**src/rtl/l1_pkg.sv**
```systemverilog
// l1_pkg: shared constants for the layer-1 sliding-window reader.
//   IMG_W, IMG_H : default frame geometry in pixels / rows
//   K            : window size (3x3)
//   CH           : channels interleaved per pixel, channel 0 first
//   DATA_W       : word width
//   LINE_DEPTH   : depth of each external row delay line
//   win_idx()    : flat element index of window element (r,c), r=0 top, c=0 left
package l1_pkg;

  localparam int IMG_W      = 200;
  localparam int IMG_H      = 200;
  localparam int K          = 3;
  localparam int CH         = 6;
  localparam int DATA_W     = 16;
  localparam int LINE_DEPTH = (IMG_W - K) * CH;

  localparam int WIN_ELEMS  = K * K;
  localparam int WIN_TL     = 0;
  localparam int WIN_BR     = WIN_ELEMS - 1;

  function automatic int win_idx(input int r, input int c);
    return r * K + c;
  endfunction

  // Delay-line depth for a geometry other than the package default.
  function automatic int line_depth(input int img_w, input int ch);
    return (img_w - K) * ch;
  endfunction

endpackage

```
**src/rtl/window_reader_l1_if.sv**
```systemverilog
// window_reader_l1_if: pixel-stream input and window output bundle.
//   in_valid / in_sof / in_data : channel-interleaved pixel stream
//   out_valid / out_ch / out_win: one 3x3 window per channel per position
//   err                         : one-cycle contiguity-violation pulse
//   out_eof                     : last window of frame (only with L1_WIN_EOF_EN)
// Modports: master drives the stream and observes windows; slave is the reader.
interface window_reader_l1_if #(
  parameter int DATA_W = l1_pkg::DATA_W
);

  logic                  in_valid;
  logic                  in_sof;
  logic [DATA_W-1:0]     in_data;
  logic                  out_valid;
  logic [2:0]            out_ch;
  logic [9*DATA_W-1:0]   out_win;
  logic                  err;
`ifdef L1_WIN_EOF_EN
  logic                  out_eof;
`endif

  modport master (
`ifdef L1_WIN_EOF_EN
    input  out_eof,
`endif
    output in_valid, in_sof, in_data,
    input  out_valid, out_ch, out_win, err
  );

  modport slave (
`ifdef L1_WIN_EOF_EN
    output out_eof,
`endif
    input  in_valid, in_sof, in_data,
    output out_valid, out_ch, out_win, err
  );

endinterface

```
**src/rtl/l1_tap_row.sv**
```systemverilog
// l1_tap_row: K*CH-word shift register for one window row, shifting every cycle.
//   clk, rst_n : clock, async active-low reset (clears all words)
//   din        : word entering this cycle (tap 0)
//   tap0       : din itself
//   tap_ch     : word that entered CH cycles ago (one pixel back)
//   tap_2ch    : word that entered 2*CH cycles ago (two pixels back)
//   oldest     : word that entered K*CH cycles ago; feeds the next delay line
module l1_tap_row #(
  parameter int CH     = 6,
  parameter int DATA_W = 16
) (
  input  logic              clk,
  input  logic              rst_n,
  input  logic [DATA_W-1:0] din,
  output logic [DATA_W-1:0] tap0,
  output logic [DATA_W-1:0] tap_ch,
  output logic [DATA_W-1:0] tap_2ch,
  output logic [DATA_W-1:0] oldest
);
  import l1_pkg::*;

  localparam int LEN = K * CH;

  // sr_q[i] holds the word that entered i+1 cycles ago.
  logic [DATA_W-1:0] sr_q [LEN];
  logic [DATA_W-1:0] sr_d [LEN];

  always_comb begin
    sr_d[0] = din;
    for (int i = 1; i < LEN; i++) begin
      sr_d[i] = sr_q[i-1];
    end
  end

  always_ff @(posedge clk or negedge rst_n) begin
    if (!rst_n) begin
      for (int i = 0; i < LEN; i++) begin
        sr_q[i] <= '0;
      end
    end else begin
      sr_q <= sr_d;
    end
  end

  assign tap0    = din;
  assign tap_ch  = sr_q[CH-1];
  assign tap_2ch = sr_q[2*CH-1];
  assign oldest  = sr_q[LEN-1];

endmodule

```
**src/rtl/window_reader_l1.sv**
```systemverilog
// window_reader_l1: layer-1 sliding-window reader.
// Consumes the pixel stream plus the two row-delayed streams from the external
// delay lines and presents a 3x3 window per channel for every in-frame sample
// with row>=2 and col>=2, one cycle after the sample is accepted.
//   clk, rst_n           : clock, async active-low reset
//   bus (slave)          : in_valid/in_sof/in_data, out_valid/out_ch/out_win/err
//   line0_out / line0_in : to / from delay line 0 (row2 -> row1)
//   line1_out / line1_in : to / from delay line 1 (row1 -> row0)
// Build option: define L1_WIN_EOF_EN to add bus.out_eof, high with out_valid
// on the last window of a frame.
//
// state     | meaning
// ST_IDLE   | waiting for sof; stream words shift through taps but are ignored
// ST_FRAME  | counting samples; in_valid must stay high every cycle
module window_reader_l1 #(
  parameter int IMG_W  = l1_pkg::IMG_W,
  parameter int IMG_H  = l1_pkg::IMG_H,
  parameter int CH     = l1_pkg::CH,
  parameter int DATA_W = l1_pkg::DATA_W
) (
  input  logic              clk,
  input  logic              rst_n,
  window_reader_l1_if.slave bus,
  output logic [DATA_W-1:0] line0_out,
  input  logic [DATA_W-1:0] line0_in,
  output logic [DATA_W-1:0] line1_out,
  input  logic [DATA_W-1:0] line1_in
);
  import l1_pkg::*;

  localparam logic [0:0] ST_IDLE  = 1'b0;
  localparam logic [0:0] ST_FRAME = 1'b1;

  localparam int CHW  = (CH > 1) ? $clog2(CH) : 1;
  localparam int COLW = $clog2(IMG_W);
  localparam int ROWW = $clog2(IMG_H);

  localparam logic [CHW-1:0]  CH_LAST  = CHW'(CH - 1);
  localparam logic [COLW-1:0] COL_LAST = COLW'(IMG_W - 1);
  localparam logic [ROWW-1:0] ROW_LAST = ROWW'(IMG_H - 1);
  localparam logic [COLW-1:0] COL_MIN  = COLW'(K - 1);
  localparam logic [ROWW-1:0] ROW_MIN  = ROWW'(K - 1);

  // ---------------------------------------------------------------- tap rows
  // Row index matches window row: 0 = top (oldest image row), K-1 = current row.
  logic [DATA_W-1:0] row_din [K];
  logic [DATA_W-1:0] tap_c0  [K];
  logic [DATA_W-1:0] tap_c1  [K];
  logic [DATA_W-1:0] tap_c2  [K];
  logic [DATA_W-1:0] tap_old [K];

  assign row_din[0] = line1_in;
  assign row_din[1] = line0_in;
  assign row_din[2] = bus.in_data;

  for (genvar r = 0; r < K; r++) begin : g_row
    l1_tap_row #(
      .CH     (CH),
      .DATA_W (DATA_W)
    ) u_row (
      .clk     (clk),
      .rst_n   (rst_n),
      .din     (row_din[r]),
      .tap0    (tap_c0[r]),
      .tap_ch  (tap_c1[r]),
      .tap_2ch (tap_c2[r]),
      .oldest  (tap_old[r])
    );
  end

  // The top row's oldest word simply falls off the end.
  assign line0_out = tap_old[2];
  assign line1_out = tap_old[1];

  // ------------------------------------------------------------ state / pos
  logic [0:0]            state_q, state_d;
  logic [CHW-1:0]        ch_q, ch_d;
  logic [COLW-1:0]       col_q, col_d;
  logic [ROWW-1:0]       row_q, row_d;
  logic                  out_valid_q, out_valid_d;
  logic [2:0]            out_ch_q, out_ch_d;
  logic [9*DATA_W-1:0]   out_win_q, out_win_d;
  logic                  err_q, err_d;
`ifdef L1_WIN_EOF_EN
  logic                  out_eof_q, out_eof_d;
`endif

  logic                  accept;
  logic                  last_pos;
  logic [CHW-1:0]        cur_ch;
  logic [COLW-1:0]       cur_col;
  logic [ROWW-1:0]       cur_row;
  logic [9*DATA_W-1:0]   win_now;

  // Position of the word on the bus this cycle. sof forces (0,0,0) from either
  // state, so a mid-frame sof is a clean restart rather than an error.
  always_comb begin
    accept  = 1'b0;
    cur_ch  = ch_q;
    cur_col = col_q;
    cur_row = row_q;
    state_d = state_q;
    ch_d    = ch_q;
    col_d   = col_q;
    row_d   = row_q;
    err_d   = 1'b0;

    if (bus.in_valid && bus.in_sof) begin
      accept  = 1'b1;
      cur_ch  = '0;
      cur_col = '0;
      cur_row = '0;
    end else if (state_q == ST_FRAME) begin
      if (bus.in_valid) begin
        accept = 1'b1;
      end else begin
        // Delay lines cannot stall: a gap corrupts row alignment, so abandon
        // the frame until the next sof.
        err_d   = 1'b1;
        state_d = ST_IDLE;
        ch_d    = '0;
        col_d   = '0;
        row_d   = '0;
      end
    end

    last_pos = (cur_row == ROW_LAST) && (cur_col == COL_LAST) && (cur_ch == CH_LAST);

    if (accept) begin
      state_d = ST_FRAME;
      ch_d    = cur_ch;
      col_d   = cur_col;
      row_d   = cur_row;
      if (last_pos) begin
        state_d = ST_IDLE;
        ch_d    = '0;
        col_d   = '0;
        row_d   = '0;
      end else if (cur_ch != CH_LAST) begin
        ch_d = cur_ch + 1'b1;
      end else begin
        ch_d = '0;
        if (cur_col != COL_LAST) begin
          col_d = cur_col + 1'b1;
        end else begin
          col_d = '0;
          row_d = cur_row + 1'b1;
        end
      end
    end
  end

  // ------------------------------------------------------------ window out
  always_comb begin
    win_now = '0;
    for (int r = 0; r < K; r++) begin
      win_now[win_idx(r, 0)*DATA_W +: DATA_W] = tap_c2[r];
      win_now[win_idx(r, 1)*DATA_W +: DATA_W] = tap_c1[r];
      win_now[win_idx(r, 2)*DATA_W +: DATA_W] = tap_c0[r];
    end

    out_valid_d = accept && (cur_row >= ROW_MIN) && (cur_col >= COL_MIN);
    out_ch_d    = out_valid_d ? 3'(cur_ch) : out_ch_q;
    out_win_d   = out_valid_d ? win_now : out_win_q;
`ifdef L1_WIN_EOF_EN
    out_eof_d   = out_valid_d && last_pos;
`endif
  end

  always_ff @(posedge clk or negedge rst_n) begin
    if (!rst_n) begin
      state_q     <= ST_IDLE;
      ch_q        <= '0;
      col_q       <= '0;
      row_q       <= '0;
      out_valid_q <= 1'b0;
      out_ch_q    <= '0;
      out_win_q   <= '0;
      err_q       <= 1'b0;
`ifdef L1_WIN_EOF_EN
      out_eof_q   <= 1'b0;
`endif
    end else begin
      state_q     <= state_d;
      ch_q        <= ch_d;
      col_q       <= col_d;
      row_q       <= row_d;
      out_valid_q <= out_valid_d;
      out_ch_q    <= out_ch_d;
      out_win_q   <= out_win_d;
      err_q       <= err_d;
`ifdef L1_WIN_EOF_EN
      out_eof_q   <= out_eof_d;
`endif
    end
  end

  assign bus.out_valid = out_valid_q;
  assign bus.out_ch    = out_ch_q;
  assign bus.out_win   = out_win_q;
  assign bus.err       = err_q;
`ifdef L1_WIN_EOF_EN
  assign bus.out_eof   = out_eof_q;
`endif

endmodule

```
**src/flat_wrapper.sv**
```systemverilog
// flat-port wrapper written by rule: the top's interface ports become plain ports
module window_reader_l1_flat import l1_pkg::*;
#(
  parameter int IMG_W  = l1_pkg::IMG_W,
  parameter int IMG_H  = l1_pkg::IMG_H,
  parameter int CH     = l1_pkg::CH,
  parameter int DATA_W = l1_pkg::DATA_W
)
  (clk, rst_n, line0_out, line0_in, line1_out, line1_in, bus_in_valid, bus_in_sof, bus_in_data, bus_out_valid, bus_out_ch, bus_out_win, bus_err);
  window_reader_l1_if #(.DATA_W(DATA_W)) bus_i ();
  input  logic clk;
  input  logic rst_n;
  output logic [DATA_W-1:0] line0_out;
  input  logic [DATA_W-1:0] line0_in;
  output logic [DATA_W-1:0] line1_out;
  input  logic [DATA_W-1:0] line1_in;
  input wire logic [$bits(bus_i.in_valid)-1:0] bus_in_valid;
  input wire logic [$bits(bus_i.in_sof)-1:0] bus_in_sof;
  input wire logic [$bits(bus_i.in_data)-1:0] bus_in_data;
  output wire logic [$bits(bus_i.out_valid)-1:0] bus_out_valid;
  output wire logic [$bits(bus_i.out_ch)-1:0] bus_out_ch;
  output wire logic [$bits(bus_i.out_win)-1:0] bus_out_win;
  output wire logic [$bits(bus_i.err)-1:0] bus_err;
  assign bus_i.in_valid = bus_in_valid;
  assign bus_i.in_sof = bus_in_sof;
  assign bus_i.in_data = bus_in_data;
  assign bus_out_valid = bus_i.out_valid;
  assign bus_out_ch = bus_i.out_ch;
  assign bus_out_win = bus_i.out_win;
  assign bus_err = bus_i.err;
  window_reader_l1 #(.IMG_W(IMG_W), .IMG_H(IMG_H), .CH(CH), .DATA_W(DATA_W)) u_core (.clk(clk), .rst_n(rst_n), .bus(bus_i), .line0_out(line0_out), .line0_in(line0_in), .line1_out(line1_out), .line1_in(line1_in));
endmodule
```
**config.mk**
```make
export PLATFORM = sky130hd
export DESIGN_NAME = window_reader_l1_flat
export DESIGN_NICKNAME = d
export VERILOG_FILES = /design/src/rtl/l1_pkg.sv /design/src/rtl/window_reader_l1_if.sv /design/src/rtl/l1_tap_row.sv /design/src/rtl/window_reader_l1.sv /design/src/flat_wrapper.sv
export SDC_FILE = /design/constraint.sdc
export NUM_CORES = 1
export LEC_CHECK = 0
export ABC_AREA = 1
export CORE_MARGIN = 1.5
export CORE_UTILIZATION = 50
export DETAILED_ROUTE_END_ITERATION = 12
export GPL_TIMING_DRIVEN = 0
export PLACE_DENSITY = 0.79
export SLEW_MARGIN = 25
export SYNTH_ARGS = -nofsm -noshare
export SYNTH_HDL_FRONTEND = slang
export SYNTH_SLANG_ARGS = --single-unit
```
**constraint.sdc**
```tcl
create_clock -name clk -period 1.93 [get_ports clk]
set_clock_uncertainty 0.2 [all_clocks]
set_input_delay 0.386 -clock clk [delete_from_list [all_inputs] [get_ports clk]]
set_output_delay 0.386 -clock clk [all_outputs]
set_load 0.01 [all_outputs]
```
# Word-level counts from Yosys, hierarchy flattened
# Index checks and enable logic that the tools add are counted.
[totals]
inputBits = 52
wordCells = 104
reg_bits = 937
out_inout_bits = 181
[classes]
eq_ne = 7
order_cmp = 2
add_sub_neg = 3
n_reduce_logical = 7
mux = 29
[ops]
columns = ["op", "count"]
rows = [
  ["$mux 8", 13],
  ["$mux 3", 7],
  ["$add 8x1->8 const B", 2],
  ["$eq 8x8->1 const B", 2],
  ["$ge 8x2->1 const B", 2],
  ["$mux 1", 9],
  ["$ne 8x8->1 const B", 1],
  ["$logic_and 1x1->1", 5],
  ["$ne 2x1->1 const B", 2],
  ["$add 3x1->3 const B", 1],
  ["$eq 3x3->1 const B", 1],
  ["$ne 3x3->1 const B", 1],
  ["$reduce_and 3->1", 1],
  ["$reduce_bool 2->1", 1],
]

# Longest topological paths before layout
[logic_depth]
ltp_word = 7
ltp_mapped = 12
ltp_nobuf = 12

# Modules after synthesis
# From an unflattened synthesis, not the netlist that was laid out.
[unflattened]
cells_unflattened = 1890
area_unflattened_um2 = 30271.5
[modules_own_cells]
columns = ["module", "area_each_um2", "cells_per_inst", "n_inst", "seq_area_each_um2"]
rows = [
  ["l1_tap_row", 7567.3, 336, 3, 7206.9],
  ["window_reader_l1", 7569.8, 882, 1, 4229.1],
]

# Worst setup path after synthesis
# Ideal clock, no wire load.
[synth_path]
path_kind = "input to register"
from = "input bus_in_sof"
to = "register u_core.out_win_q[90], in the netlist u_core.bus.out_win[90]"
path_buffers = 4
cell_stages = 11
setup_ps = 126
t_required_ps = 1604
slack_ps = -219
t_arrival_ps = 1823
cell_sequence = "nand2_2 -> buf_6 -> buf_2 -> nand2_1 -> ha_1 -> nor3_1 -> nand2_1 -> nand3_4 -> buf_6 -> buf_2 -> o21ai_0"
[synth_between]
elab_chain_len = 5
word_cells_on_any_way = 8
classes_between = "order compare (2); mux (3); reduce/logical (3)"
[synth_rtl]
columns = ["item", "line_no", "rtl"]
rows = [
  ["from (decl)", "flat_wrapper.sv:18", "input wire logic [$bits(bus_i.in_sof)-1:0] bus_in_sof;"],
  ["$logic_and 1x1->1 *", "window_reader_l1.sv:108", "if (bus.in_valid && bus.in_sof) begin"],
  ["$mux 8", "window_reader_l1.sv:108", ""],
  ["$ge 8x2->1", "window_reader_l1.sv:162", "out_valid_d = accept && (cur_row >= ROW_MIN) && (cur_col >= COL_MIN);"],
  ["$logic_and 1x1->1", "window_reader_l1.sv:162", ""],
  ["$logic_and 1x1->1 *", "window_reader_l1.sv:162", ""],
  ["to (signal assigned)", "window_reader_l1.sv:190", "out_win_q <= out_win_d;"],
  ["to (decl)", "window_reader_l1.sv:82", "logic [9*DATA_W-1:0] out_win_q, out_win_d;"],
]
# Every way passes the cells marked *; elsewhere a longest branch is shown, timed or not.
# A chain may end at the register's enable or synchronous reset.

# Worst setup path in the final report
[layout_path]
from = "register u_core.col_q[1]"
to = "register u_core.row_q[6]"
[layout_between]
elab_chain_len = 6
word_cells_on_any_way = 9
classes_between = "eq/ne (2); mux (5); reduce/logical (2)"
[layout_rtl]
columns = ["item", "line_no", "rtl"]
rows = [
  ["from (decl)", "window_reader_l1.sv:78", "logic [COLW-1:0] col_q, col_d;"],
  ["from (signal assigned)", "window_reader_l1.sv:186", "col_q <= col_d;"],
  ["$mux 8 *", "window_reader_l1.sv:108", ""],
  ["$ne 8x8->1 or $eq 8x8->1 (tied branches)", "window_reader_l1.sv:143, window_reader_l1.sv:127", ""],
  ["$mux 8 or $logic_and 1x1->1 (tied branches)", "window_reader_l1.sv:143, window_reader_l1.sv:127", ""],
  ["$mux 8 or $logic_and 1x1->1 (tied branches)", "window_reader_l1.sv:139, window_reader_l1.sv:127", ""],
  ["$mux 8 *", "window_reader_l1.sv:134", "if (last_pos) begin"],
  ["$mux 8 *", "window_reader_l1.sv:129", "if (accept) begin"],
  ["to (signal assigned)", "window_reader_l1.sv:187", "row_q <= row_d;"],
  ["to (decl)", "window_reader_l1.sv:79", "logic [ROWW-1:0] row_q, row_d;"],
]
# Marked as above.

==> impl_metrics.csv <==
group,metric,value,unit
sta,hold_viol_final,253,
placed_design,post_dp_cell_area,29800,um2
synth,async_reset_ff_share,100,%
global_routing,grt_first_pass_wirelength,83.9,mm
setup_path,critPathMaxFanout,6,
setup_path,reg2regPathDepth,12,
placed_design,dpl_worst_slack,-1.19,ns
clocking,clk_pin_slew,0.07,ns
global_routing,overflow,0,
setup_path,crit_path_end,"u_core.row_q[6]",
floorplan,core-area,51700,um2
floorplan,die_height,232,um
worst_hold_path,hold_class,"in2async",
sta,rsz0062_at_grt,"yes",
finish,syn2layout_area_growth,33.0,%
global_routing,grt_max_degree,147,
drt,drt_iter0_drc,1379,
power,total_power,0.0414,W
power,power.leakage,16.9,nW
setup_path,startpoint_type,"flip-flop",
sta,clock.fmax,0.466,GHz
setup_path,arrival,2.50,ns
sta,maxSlewHeadroom,57.8,%
synth,synth_top_area_share,89.0,%
setup_path,cp_cell_sequence,"inv_2 -> nor2_4 -> buf_6 -> ha_4 -> nand3_4 -> inv_2 -> nand2_4 -> nor2_4 -> nand3_2 -> nand2_2 -> nand3_2 -> nand2_1",
finish,drive_gt1_share,25.0,%
finish,final_cell_area,35000,um2
synth,syn_inst,1578,
sta,fin_crit,2.15,ns
floorplan,rows,83,
sta,finalSetupViolCount,158,
drt,antenna_left,0,
global_routing,antenna_found_initial,1,
setup_path,crit_path_end_kind,"flip-flop",
sta,fin_hold_ws,-0.559,ns
drt,num_vias,13300,
outcome,violations,"negative hold slack, negative setup slack",
sta,slew_viol_final,0,
setup_path,r2r-end,"u_core.row_q[6]",
floorplan,die_w,232,um
finish,n_antenna_cell,0,
sta,tightest_slew,0.631,ns
job,maxCapViolCount,0,
clocking,clock-sinks,937,
placed_design,port_buffers,232,
sta,setup_tns,-16.19,ns
clocking,clock_latency,0.62,ns
global_routing,track_usage,20.8,%
synth,synthesis.area,26300,um2
drt,wl_per_cell,20.9,um
clocking,cts_tree,"yes",
setup_path,cp-startpoint,"u_core.col_q[1]",
placed_design,dp_hpwl,27.7,mm
power,powerDensity,1180,nW/um2
power,peakVddDrop,0.697,mV
drt,dr.pass1.iters,5,
drt,drt_wl_total,56.9,mm
floorplan,initial_core_util,50.9,%
clocking,root_buffer,"clkbuf_16",
synth,ys_types,26,
synth,yosys_register_bits,937,
sta,fin_ws,-0.216,ns
finish,fin_util,67.7,%
drt,drc,0,
setup_path,crit_path_max_incr_delay,0.35,ns
synth,synth_area_leader_cell,"dfrtp_1",
placed_design,gp_congestion,0.807,
drt,routed_via_density,4.88,
synth,seq_area_frac_synth,89.0,%
floorplan,die_area,54100,um2
synth,syn_avg_cell_area,16.7,um2
setup_path,r2r_slack,-0.22,ns
synth,synth_ff_type,"dfrtp_1",
global_routing,grt_pass1_vias,14700,
synth,synth_enable_flop_cells,0,
sta,min_period_over_period,111,%
setup_path,rr_startpoint,"u_core.col_q[1]",
finish,nets,2036,
synth,yosys-top-cells-area,"dfrtp_1, nand2_1, o21ai_0",
clocking,cts-buffers-inserted,86,
synth,syn-num-nets,1633,
outcome,outcome,"finished with violations",
floorplan,io-pin-count,233,
setup_path,critical_path_class,"reg2reg",
clocking,htreeDepth,3,
clocking,clockBufferDepth,3,
setup_path,cp_data_required_time,2.28,ns
setup_path,crit_slowest_cell,"dfrtp_1",
synth,yosysWarnings,0,
-- synth_stat cells, types with 2 or more instances --
library cell	n
o22ai_1	2
nand4_1	4
clkbuf_1	3
nor2_2	2
buf_6	13
nor2_1	20
nor3_1	4
o21ai_0	125
nand2_1	209
xnor2_1	4
buf_2	11
o21ai_1	38
dfrtp_1	937
ha_1	3
buf_4	7
inv_2	2
nand2_2	2
nand3_1	19
inv_1	166
-- logic make-up (layout without fill, tap and decap cells) --
logic type,after synthesis,count (layout),synth area share (%)
XOR/XNOR,4,4,0.133
AO/OA/AOI/OAI,168,168,3.23
adder cells (fa/ha/maj),3,3,0.143
flip-flops,937,937,89.0
AND/OR/NAND/NOR,263,263,4.03
buffers and inverters,203,672,3.42
-- where the power goes --
part           internal, W  switching (W)  leakage (nW)
sequential          0.0208       0.000615          11.2
combinational     0.000975        0.00129          4.26
clock               0.0105        0.00713          1.47
-- worst max-delay path: cells and delay by family (launching register included) --
kind	cells	cell delay (ns)
AND/OR/NAND/NOR	8	1.09
flip-flops	1	0.35
adder cells (fa/ha/maj)	1	0.15
buffers and inverters	3	0.29
-- metal layers --
layer	global-route usage (%)	share of wire (%)
met1	26.2	39
met2	35.2	52
met3	4.31	5.3
met4	8.69	3.6
met5	0	0.023
-- cell type report --
| class | count | area [um2] |
|---|---|---|
| plain buffers | 31 | 527 |
| clock buffers | 121 | 2540 |
| clock inverters | 33 | 445 |
| fillers | 3239 | 16700 |
| inverters | 168 | 631 |
| multi-input cells | 438 | 3020 |
| flip-flops and latches | 937 | 23500 |
| well taps | 680 | 851 |
| repair buffers | 319 | 3570 |
-- layout by cell type, fill, tap and decap left out, types with 4 or more instances in the layout --
master	instances
buf_12	26
bufbuf_16	4
inv_2	7
clkbuf_16	98
buf_8	19
buf_4	37
inv_1	161
nand4_1	4
nand3_2	8
clkbuf_1	15
clkbuf_8	17
o21ai_0	24
clkinv_2	16
bufinv_16	10
nor2_4	9
o21ai_2	94
clkdlybuf4s15_1	57
o21ai_1	39
clkdlybuf4s50_1	48
nand2_2	61
nand2_1	113
dlygate4sd2_1	107
clkbuf_2	12
dfrtp_1	935
clkdlybuf4s15_2	6
buf_16	18
o21ai_4	6
nor2_1	10
xnor2_1	4
nand3_1	9
nand2_4	37
-- repair_timing --
action                                  CTS  global route
endpoints found under the hold margin   342           144
gates resized for setup                 540           221
hold buffers                              1             1
cloned                                   25             7
endpoints found under the setup margin  646           249
buffers inserted                         44            18
pin swaps                                12            29
-- registers in the layout, indices dropped and copies added (netlist names) --
signal	cells
u_core.g_row.u_row.oldest	32
u_core.col_q	8
u_core.bus.out_valid	1
u_core.ch_q	3
u_core.row_q	8
u_core.g_row.u_row.sr_d	640
u_core.g_row.u_row.tap_ch	48
u_core.state_q	1
u_core.bus.out_win	144
u_core.bus.out_ch	3
u_core.bus.err	1
u_core.g_row.u_row.tap_2ch	48
-- worst min-delay path by stage --
| stage | slack (ns) | depth (start not counted) | end | startpoint |
|---|---|---|---|---|
| final | -0.56 | 1 | u_core.g_row[0].u_row.sr_d[267] | rst_n |
| after global routing | -0.56 | 1 | u_core.g_row[0].u_row.sr_d[234] | rst_n |
| after CTS | -0.58 | 1 | u_core.g_row[0].u_row.sr_d[267] | rst_n |
| after detailed placement | 0.09 | 1 | u_core.g_row[0].u_row.sr_d[267] | rst_n |
| after global placement | 0.13 | 0 | u_core.g_row[0].u_row.sr_d[103] | u_core.g_row[0].u_row.sr_d[119] |
| after floorplan | -0.11 | 0 | u_core.bus.err | rst_n |
-- metrics by stage --
step                      hold slack, ns  cells
after global placement             0.131   2490
after detailed placement          0.0859   2496
after floorplan                   -0.110   1578
after CTS                         -0.577   2720
after global routing              -0.563   2727
final                             -0.559   2727
(Power assumes the default switching activity.)
